$ cat src/rtl/multi_reg_sequencer_pkg.sv
// Shared types for the multi-register load/store sequencer.
// Optional feature macro: MULTI_REG_WRITEBACK_EN (builds the base-update WB op).
package multi_reg_sequencer_pkg;

    typedef logic [31:0] WORD;

    typedef enum logic [2:0] {
        ALU_ADD,
        ALU_SUB,
        ALU_AND,
        ALU_OR,
        ALU_XOR,
        ALU_SHL,
        ALU_SHR,
        ALU_PASS
    } alu_control_signal;

    typedef enum logic [1:0] {
        FROM_ZERO,
        FROM_REG,
        FROM_IMM,
        FROM_PC
    } alu_input_source;

    typedef enum logic [1:0] {
        IDLE,
        ISSUE,
        WB
    } seq_state_t;

    // Register-list width: low registers r0..r7
    localparam int REG_LIST_W  = 8;
    localparam int ADDR_STRIDE = 4;

endpackage

$ cat src/rtl/multi_reg_sequencer_if.sv
// Decode-side request and execute-side micro-op bundle of the sequencer.
interface multi_reg_sequencer_if;
    import multi_reg_sequencer_pkg::*;

    logic                  start_i;
    logic                  is_valid_i;
    logic                  is_load_i;
    logic                  writeback_i;
    logic [REG_LIST_W-1:0] reg_list_i;
    logic [3:0]            base_reg_i;
    logic                  mem_stall_i;

    logic                  busy_o;
    logic                  stall_pipeline_o;
    logic                  uop_valid_o;
    logic [3:0]            uop_reg_o;
    logic                  uop_is_load_o;
    logic                  uop_is_writeback_o;
    alu_control_signal     alu_ctrl_sig_o;
    alu_input_source       alu_input_1_select_o;
    alu_input_source       alu_input_2_select_o;
    WORD                   offset_o;
    logic                  done_o;

    // Decode / execute side
    modport master (
        output start_i, is_valid_i, is_load_i, writeback_i, reg_list_i,
               base_reg_i, mem_stall_i,
        input  busy_o, stall_pipeline_o, uop_valid_o, uop_reg_o, uop_is_load_o,
               uop_is_writeback_o, alu_ctrl_sig_o, alu_input_1_select_o,
               alu_input_2_select_o, offset_o, done_o
    );

    // Sequencer side
    modport slave (
        input  start_i, is_valid_i, is_load_i, writeback_i, reg_list_i,
               base_reg_i, mem_stall_i,
        output busy_o, stall_pipeline_o, uop_valid_o, uop_reg_o, uop_is_load_o,
               uop_is_writeback_o, alu_ctrl_sig_o, alu_input_1_select_o,
               alu_input_2_select_o, offset_o, done_o
    );

endinterface

$ cat src/rtl/multi_reg_sequencer_lowest_set_bit.sv
// Combinational priority encoder: index of the lowest set bit plus any-set flag.
module lowest_set_bit #(
    parameter  int W  = 8,
    localparam int IW = (W > 1) ? $clog2(W) : 1
) (
    input  logic [W-1:0]  vec_i,
    output logic [IW-1:0] idx_o,
    output logic          any_o
);

    // Scan from the top down so the lowest set bit is the last to win
    always_comb begin
        idx_o = '0;
        any_o = 1'b0;
        for (int k = W - 1; k >= 0; k--) begin
            if (vec_i[k]) begin
                idx_o = IW'(k);
                any_o = 1'b1;
            end
        end
    end

endmodule

$ cat src/rtl/multi_reg_sequencer.sv
// Splits PUSH/POP/LDM/STM into one single-register micro-op per cycle,
// steering the ALU to compute base + 4*k for each transfer.
// Optional feature macro: MULTI_REG_WRITEBACK_EN (final base-update WB op).
module multi_reg_sequencer
    import multi_reg_sequencer_pkg::*;
(
    input  logic                  clk_i,
    input  logic                  reset_n_i,
    multi_reg_sequencer_if.slave  sif
);

    localparam int IW = $clog2(REG_LIST_W);

    seq_state_t            state_q, state_d;
    logic [REG_LIST_W-1:0] mask_q, mask_d;
    WORD                   offset_q, offset_d;
    logic                  is_load_q, is_load_d;
    logic [3:0]            base_q, base_d;
    logic                  wb_pend_q, wb_pend_d;
    logic                  done_q, done_d;

    logic [IW-1:0]         lsb_idx;
    logic                  lsb_any;
    logic [REG_LIST_W-1:0] rest_mask;
    logic [IW-1:0]         unused_rest_idx;
    logic                  rest_any;
    logic                  base_in_list;
    logic                  wb_req;

    lowest_set_bit #(.W(REG_LIST_W)) u_lsb (
        .vec_i (mask_q),
        .idx_o (lsb_idx),
        .any_o (lsb_any)
    );

    // Remaining list once the current op retires; empty means this op is the last
    assign rest_mask = mask_q & ~(REG_LIST_W'(1) << lsb_idx);

    lowest_set_bit #(.W(REG_LIST_W)) u_last (
        .vec_i (rest_mask),
        .idx_o (unused_rest_idx),
        .any_o (rest_any)
    );

    // Base registers above r7 can never be in the list
    always_comb begin
        base_in_list = 1'b0;
        for (int k = 0; k < REG_LIST_W; k++) begin
            if (sif.base_reg_i == 4'(k)) base_in_list = sif.reg_list_i[k];
        end
    end

`ifdef MULTI_REG_WRITEBACK_EN
    // A load that targets its own base keeps the loaded value: no base update
    assign wb_req = sif.writeback_i & ~(sif.is_load_i & base_in_list);
`else
    logic unused_wb;
    assign unused_wb = sif.writeback_i ^ base_in_list;
    assign wb_req    = 1'b0;
`endif

    // State and sequence context registers
    always_ff @(posedge clk_i or negedge reset_n_i) begin
        if (!reset_n_i) begin
            state_q   <= IDLE;
            mask_q    <= '0;
            offset_q  <= '0;
            is_load_q <= 1'b0;
            base_q    <= '0;
            wb_pend_q <= 1'b0;
            done_q    <= 1'b0;
        end else begin
            state_q   <= state_d;
            mask_q    <= mask_d;
            offset_q  <= offset_d;
            is_load_q <= is_load_d;
            base_q    <= base_d;
            wb_pend_q <= wb_pend_d;
            done_q    <= done_d;
        end
    end

    // Next-state and micro-op outputs; outputs depend only on registered state,
    // so a memory stall holds them unchanged
    always_comb begin
        state_d   = state_q;
        mask_d    = mask_q;
        offset_d  = offset_q;
        is_load_d = is_load_q;
        base_d    = base_q;
        wb_pend_d = wb_pend_q;
        done_d    = 1'b0;

        sif.uop_valid_o          = 1'b0;
        sif.uop_reg_o            = '0;
        sif.uop_is_load_o        = 1'b0;
        sif.uop_is_writeback_o   = 1'b0;
        sif.alu_ctrl_sig_o       = ALU_ADD;
        sif.alu_input_1_select_o = FROM_ZERO;
        sif.alu_input_2_select_o = FROM_ZERO;
        sif.offset_o             = '0;

        case (state_q)
            IDLE: begin
                if (sif.start_i && sif.is_valid_i) begin
                    mask_d    = sif.reg_list_i;
                    offset_d  = '0;
                    is_load_d = sif.is_load_i;
                    base_d    = sif.base_reg_i;
                    wb_pend_d = wb_req;
                    if (|sif.reg_list_i) state_d = ISSUE;
                    else                 done_d  = 1'b1;
                end
            end
            ISSUE: begin
                sif.uop_valid_o          = lsb_any;
                sif.uop_reg_o            = 4'(lsb_idx);
                sif.uop_is_load_o        = is_load_q;
                sif.alu_input_1_select_o = FROM_REG;
                sif.alu_input_2_select_o = FROM_IMM;
                sif.offset_o             = offset_q;
                if (!sif.mem_stall_i) begin
                    mask_d   = rest_mask;
                    offset_d = offset_q + WORD'(ADDR_STRIDE);
                    if (!rest_any) begin
                        if (wb_pend_q) begin
                            state_d = WB;
                        end else begin
                            state_d = IDLE;
                            done_d  = 1'b1;
                        end
                    end
                end
            end
`ifdef MULTI_REG_WRITEBACK_EN
            WB: begin
                // offset_q has advanced by one stride per transfer: 4*popcount
                sif.uop_valid_o          = 1'b1;
                sif.uop_is_writeback_o   = 1'b1;
                sif.uop_reg_o            = base_q;
                sif.uop_is_load_o        = is_load_q;
                sif.alu_input_1_select_o = FROM_REG;
                sif.alu_input_2_select_o = FROM_IMM;
                sif.offset_o             = offset_q;
                if (!sif.mem_stall_i) begin
                    state_d = IDLE;
                    done_d  = 1'b1;
                end
            end
`endif
            default: state_d = IDLE;
        endcase
    end

    assign sif.busy_o           = (state_q != IDLE);
    assign sif.stall_pipeline_o = (state_q != IDLE);
    assign sif.done_o           = done_q;

endmodule
$ cat src/flat_wrapper.sv
// flat-port wrapper written by rule: the top's interface ports become plain ports
module multi_reg_sequencer_flat import multi_reg_sequencer_pkg::*;
  (clk_i, reset_n_i, sif_start_i, sif_is_valid_i, sif_is_load_i, sif_writeback_i, sif_reg_list_i, sif_base_reg_i, sif_mem_stall_i, sif_busy_o, sif_stall_pipeline_o, sif_uop_valid_o, sif_uop_reg_o, sif_uop_is_load_o, sif_uop_is_writeback_o, sif_alu_ctrl_sig_o, sif_alu_input_1_select_o, sif_alu_input_2_select_o, sif_offset_o, sif_done_o);
  multi_reg_sequencer_if sif_i ();
  input  logic clk_i;
  input  logic reset_n_i;
  input wire logic [$bits(sif_i.start_i)-1:0] sif_start_i;
  input wire logic [$bits(sif_i.is_valid_i)-1:0] sif_is_valid_i;
  input wire logic [$bits(sif_i.is_load_i)-1:0] sif_is_load_i;
  input wire logic [$bits(sif_i.writeback_i)-1:0] sif_writeback_i;
  input wire logic [$bits(sif_i.reg_list_i)-1:0] sif_reg_list_i;
  input wire logic [$bits(sif_i.base_reg_i)-1:0] sif_base_reg_i;
  input wire logic [$bits(sif_i.mem_stall_i)-1:0] sif_mem_stall_i;
  output wire logic [$bits(sif_i.busy_o)-1:0] sif_busy_o;
  output wire logic [$bits(sif_i.stall_pipeline_o)-1:0] sif_stall_pipeline_o;
  output wire logic [$bits(sif_i.uop_valid_o)-1:0] sif_uop_valid_o;
  output wire logic [$bits(sif_i.uop_reg_o)-1:0] sif_uop_reg_o;
  output wire logic [$bits(sif_i.uop_is_load_o)-1:0] sif_uop_is_load_o;
  output wire logic [$bits(sif_i.uop_is_writeback_o)-1:0] sif_uop_is_writeback_o;
  output wire logic [$bits(sif_i.alu_ctrl_sig_o)-1:0] sif_alu_ctrl_sig_o;
  output wire logic [$bits(sif_i.alu_input_1_select_o)-1:0] sif_alu_input_1_select_o;
  output wire logic [$bits(sif_i.alu_input_2_select_o)-1:0] sif_alu_input_2_select_o;
  output wire logic [$bits(sif_i.offset_o)-1:0] sif_offset_o;
  output wire logic [$bits(sif_i.done_o)-1:0] sif_done_o;
  assign sif_i.start_i = sif_start_i;
  assign sif_i.is_valid_i = sif_is_valid_i;
  assign sif_i.is_load_i = sif_is_load_i;
  assign sif_i.writeback_i = sif_writeback_i;
  assign sif_i.reg_list_i = sif_reg_list_i;
  assign sif_i.base_reg_i = sif_base_reg_i;
  assign sif_i.mem_stall_i = sif_mem_stall_i;
  assign sif_busy_o = sif_i.busy_o;
  assign sif_stall_pipeline_o = sif_i.stall_pipeline_o;
  assign sif_uop_valid_o = sif_i.uop_valid_o;
  assign sif_uop_reg_o = sif_i.uop_reg_o;
  assign sif_uop_is_load_o = sif_i.uop_is_load_o;
  assign sif_uop_is_writeback_o = sif_i.uop_is_writeback_o;
  assign sif_alu_ctrl_sig_o = sif_i.alu_ctrl_sig_o;
  assign sif_alu_input_1_select_o = sif_i.alu_input_1_select_o;
  assign sif_alu_input_2_select_o = sif_i.alu_input_2_select_o;
  assign sif_offset_o = sif_i.offset_o;
  assign sif_done_o = sif_i.done_o;
  multi_reg_sequencer u_core (.clk_i(clk_i), .reset_n_i(reset_n_i), .sif(sif_i));
endmodule
$ cat config.mk
export PLATFORM = sky130hd
export DESIGN_NAME = multi_reg_sequencer_flat
export DESIGN_NICKNAME = d
export VERILOG_FILES = /design/src/rtl/multi_reg_sequencer_pkg.sv /design/src/rtl/multi_reg_sequencer_if.sv /design/src/rtl/multi_reg_sequencer_lowest_set_bit.sv /design/src/rtl/multi_reg_sequencer.sv /design/src/flat_wrapper.sv
export SDC_FILE = /design/constraint.sdc
export NUM_CORES = 1
export LEC_CHECK = 0
export CAP_MARGIN = 10
export CORE_MARGIN = 5
export CORE_UTILIZATION = 51
export CTS_BUF_LIST = sky130_fd_sc_hd__clkbuf_8
export DETAILED_ROUTE_END_ITERATION = 7
export PLACE_DENSITY_LB_ADDON = 0.2
export SLEW_MARGIN = 15
export SYNTH_ARGS = -nofsm -noshare
export SYNTH_HDL_FRONTEND = slang
export SYNTH_HIERARCHICAL = 1
export SYNTH_SLANG_ARGS = --single-unit
$ cat constraint.sdc
create_clock -name clk_i -period 2.9 [get_ports clk_i]
set_input_delay 0.435 -clock clk_i [delete_from_list [all_inputs] [get_ports clk_i]]
set_output_delay 0.435 -clock clk_i [all_outputs]
set_load 0.01 [all_outputs]
==> flow_metrics.tcl <==
set metrics [dict create \
    status "finished, final reports clean" \
    cts_resized 0 \
    area_growth_pct 24.4 \
    tightest_slew_ps 941 \
    fmax_ghz 0.368 \
    clk_path_buf_depth 2 \
    period_share_pct 93.8 \
    pre_cts_slack_ps 516 \
    grt_pass1_vias 2199 \
    clk_pin_slew_ps 70 \
    grt_overflow 0 \
    vias_per_cell 5.79 \
    post_cts_buffers 0 \
    initial_core_util_pct 52.1 \
    hold_class "input port to async pin" \
    antennaDiodeCount 0 \
    design.final.nets 377 \
    rrSetupSlack_ps 520 \
    hpwl_um 4660 \
    cpPeakStageDelay_ps 530 \
    root_buffer "clkbuf_8" \
    maxSlewHeadroom_pct 37.2 \
    wl_per_cell_um 15.2 \
    worstPathMaxFanout 6 \
    cp_cell_sequence "inv_1 -> a21oi_1 -> o41ai_1 -> buf_4 -> and2_1 -> clkdlybuf4s50_1" \
    synthCells 304 \
    final_antenna_net_count 0 \
    grt_util_all_layers_pct 20.5 \
    antenna_found_initial 0 \
    startpoint "u_core/mask_q[6]$_DFFE_PN0P_" \
    final-hold-violation-count 0 \
    whs_ps 285 \
    r2r_start "u_core/mask_q[6]$_DFFE_PN0P_" \
    rows 26 \
    reg2regPathDepth 10 \
    p_leak_nw 1.43 \
    cap_violations 0 \
    cts_tree "done" \
    required_ps 2470 \
    critPathKind "flop to output pin" \
    cts_sinks 41 \
    vias 2473 \
    fin_area_mm2 0.00329 \
    setup-tns-final_ps 0 \
    drive_above_1_share_pct 6.72 \
    fin_crit_ps 2720 \
    ios 68 \
    drv_slew 0 \
    core_area_mm2 0.00507 \
    setup.worst_path.end "sif_uop_reg_o[0]" \
    cts_made_buffers 5 \
    dpl_cell_area_mm2 0.00320 \
    place_congestion 0.875 \
    fin_util_pct 64.8 \
    ir_drop_mv 0.292 \
    die_area_mm2 0.00672 \
    io_buffers 53 \
    dieWidth_um 82.0 \
    grt_max_degree 42 \
    timing.rr.end "u_core/state_q[0]$_DFFE_PN0P_" \
    syn_avg_cell_area_um2 8.69 \
    remaining_drc_errors 0 \
    n_fill_cell 448 \
    die_h_um 82.0 \
    ctsHoldBuffers 0 \
    fin_ws_ps 181 \
    crit_path_top_delay_cell "clkdlybuf4s50_1" \
    grt_pass1_wl_um 10600 \
    end_kind "output pin" \
    power.density_mw_per_mm2 629 \
    rsz0062_at_grt "no" \
    yosysWarnings 6 \
    cp-start-kind "flop" \
    arrival_ps 2280 \
    skew_ps 6.17 \
    drtIter0Drc 154 \
    totalWireLength_um 6490 \
    setup_viol 0 \
    htreeDepth 2 \
    synth_area_mm2 0.00264 \
    dr.pass1.iters 4 \
    clk_latency_ps 290 \
]
==> where the power goes <==
| group | switching (mW) | internal, mW | leakage [nW] | total (mW) |
|---|---|---|---|---|
| registers | 0.152 | 0.666 | 0.549 | 0.818 |
| clock network | 0.191 | 0.185 | 0.0485 | 0.376 |
| logic | 0.432 | 0.443 | 0.837 | 0.875 |
| total | 0.775 | 1.29 | 1.43 | 2.07 |
==> sequential cells by signal, summed over array words and instances (netlist names) <==
name and count:
u_core/sif.done_o 1, u_core/state_q 1, u_core/mask_q 8, u_core/is_load_q 1
u_core/offset_q 30
==> worst max-delay path: cells and delay by family (launching register included) <==
| family | cells | cell delay [ps] |
|---|---|---|
| and+or+nand+nor | 1 | 120 |
| AOI/OAI and AO/OA | 2 | 570 |
| DFF | 1 | 450 |
| buffers and inverters | 3 | 850 |
==> cells in the final DEF (no fill, tap or decap), types with 3 or more instances in the layout <==
cell type and n:
conb_1 9, inv_1 6, nand3_1 14, nand2_1 50, o31ai_1 7, o21ai_0 7, nand4_1 8, a21boi_0 3
nor4_1 8, clkbuf_8 6, a21oi_1 15, and2_1 34, and4_1 3, mux2i_1 10, clkdlybuf4s50_1 52, nor2b_1 3
or4_1 4, o21a_1 3, o211ai_1 3, buf_4 9, xnor2_1 3, nor2_1 14, dfrtp_1 41, xor2_1 3
and3_1 3, a221o_1 6
==> area by class of cell <==
type	instances	area (µm²)	area share [%]
multi-input combinational	242	1480	44.9
sequential	41	1030	31.2
timing repair buffer	62	593	18.0
tap	70	87.6	2.66
clock buffer	6	82.6	2.51
inverter	5	18.8	0.571
clock inverter	1	3.75	0.114
==> routing by layer <==
| metal | track usage, % | routed length (µm) | vias up |
|---|---|---|---|
| li1 | - | - | 1185 |
| met1 | 28.0 | 2820 | 1185 |
| met2 | 33.1 | 3140 | 93 |
| met3 | 4.28 | 450 | 10 |
| met4 | 5.15 | 75 | 0 |
| met5 | 0 | 0 | - |
==> through the flow <==
step | total power, mW | cells
finish | 2.07 | 427
CTS | 2.07 | 427
global placement | 1.67 | 420
detailed placement | 1.70 | 420
floorplan | 1.35 | 312
global route | 2.21 | 427
==> worst min-delay path by stage <==
stage                                    startpoint                              end  slack (ps)  cells after the start
floorplan                                 reset_n_i     u_core/is_load_q$_DFFE_PN0P_         140                      0
global placement       u_core/is_load_q$_DFFE_PN0P_     u_core/is_load_q$_DFFE_PN0P_         460                      2
detailed placement  u_core/offset_q[31]$_DFFE_PN0P_  u_core/offset_q[31]$_DFFE_PN0P_         470                      1
CTS                                       reset_n_i      u_core/sif.done_o$_DFF_PN0_         310                      1
global route                              reset_n_i   u_core/offset_q[4]$_DFFE_PN0P_         350                      1
finish                                    reset_n_i   u_core/offset_q[6]$_DFFE_PN0P_         290                      1
No activity file was read; power rests on OpenSTA's default activity.
==> patch (config.mk and constraints unchanged) <==
Change the package constant `REG_LIST_W` from 8 to 16.
--- a/src/rtl/multi_reg_sequencer_pkg.sv
+++ b/src/rtl/multi_reg_sequencer_pkg.sv
@@ -31,3 +31,3 @@
     // Register-list width: low registers r0..r7
-    localparam int REG_LIST_W  = 8;
+    localparam int REG_LIST_W  = 16;
     localparam int ADDR_STRIDE = 4;
Interface: changed (resized sif_reg_list_i); port bits go from 68 to 76. The function was not compared with the original's and may differ.
==> patch against the unedited design <==
  * Sequential power up 31%
  * Cell area up 24%
  * Area after synthesis up 22%
  * Worst setup slack worse by 0.11 ns
  * Routed wire length up 26%
  * Clock skew up 0.00078 ns
  * Die area up 19%
  * Maximum frequency down 3.7%
  * Sequential cell count up 8
  * Total power up 59%
  * Utilization up 0.52 points
  * Largest cell class unchanged
  * Largest power group unchanged
  * Highest routed layer unchanged
==> patch: results (changes against the unedited design) <==
stage,metric,value,unit,change
sta,min_period,2.825,ns,+0.1056 ns
finish,top_regs,"u_core/offset_q: 30 flops, u_core/mask_q: 16 flops",,
critical_path,worst_path_max_delay_cell,clkdlybuf4s50_1,,
sta,relSlewSlack,55.05,%,+18 points
critical_path,arrival,2.39,ns,+0.11 ns
global_routing,grt_max_degree,38,,-9.5%
outcome,status,"complete, no violations",,
placement,gp_congestion,0.8861,,+1.2%
clock_network,cts_resized,1,,+1
placement,dpl.hpwl,6094,um,+31%
power,ir_drop,0.0004232,V,+45%
detailed_routing,vias,3049,,+23%
global_routing,grt_pass1_wl,13590,um,+28%
power,p_leak,1.770,nW,+23%
detailed_routing,via_per_inst,5.830,,+0.66%
sta,worst_clock_skew,0.006955,ns,+0.0007808 ns
detailed_routing,wl,8177,um,+26%
finish,fillers,556,,+24%
clock_network,cts_inserted_buffers,5,,unchanged
detailed_routing,drt_iter0_markers,251,,+63%
sta,whs,0.1144,ns,-0.1708 ns
critical_path,reg2regPathDepth,11,,+1
critical_path,crit_start,u_core/mask_q[14]$_DFFE_PN0P_,,
placement,place_ws,0.2010,ns,-0.3146 ns
finish,drive_gt1_share,8.296,%,+1.6 points
critical_path,crit_end,sif_uop_reg_o[0],,
clock_network,path_clk_slew,0.09,ns,+0.02 ns
global_routing,first_global_vias,2784,,+27%
global_routing,track_usage,21.43,%,+0.93 points
run,max-cap-violations,0,,unchanged
placement,place_inst,515,,+23%
placement,port_buffers,62,,+17%
critical_path,ff2ff_setup_slack,0.28,ns,-0.24 ns
clock_network,clock_latency,0.30,ns,
critical_path,worstReg2RegEnd,u_core/state_q[0]$_DFFE_PN0P_,,
finish,nNetsFinal,473,,+25%
yosys,yosys_warnings,6,,unchanged
placement,placed_area,0.003939,mm2,+23%
power,swShare,40.87,%,+3.4 points
critical_path,r2r_start,u_core/mask_q[14]$_DFFE_PN0P_,,
yosys,synth_area_per_cell,8.502,um2,-2.2%
## patch: power by group through the flow
stage | Sequential [mW] | Combinational, mW | Clock [mW]
6_report | 1.07 | 1.70 | 0.510
5_1_grt | 1.11 | 1.89 | 0.550
4_1_cts | 1.06 | 1.68 | 0.521
3_5_place_dp | 1.07 | 1.66 | 0
3_3_place_gp | 1.07 | 1.65 | 0
2_1_floorplan | 0.990 | 1.04 | 0
## patch: layout make-up
| type | instances | area (um2) | area share (%) |
|---|---|---|---|
| clock buffers | 6 | 82.58 | 2.026 |
| clock inverters | 2 | 33.78 | 0.8287 |
| multi-input cells | 301 | 1859 | 45.61 |
| inverters | 9 | 33.78 | 0.8287 |
| well taps | 77 | 96.34 | 2.363 |
| flip-flops and latches | 49 | 1227 | 30.11 |
| repair buffers | 79 | 743.2 | 18.23 |
## patch: routing by layer
layer	up-vias	wire, um	track usage [%]
li1	1491	-	-
met4	0	60	4.330
met2	102	3652	33.38
met5	-	0	0
met3	7	542	4.106
met1	1449	3921	31.17
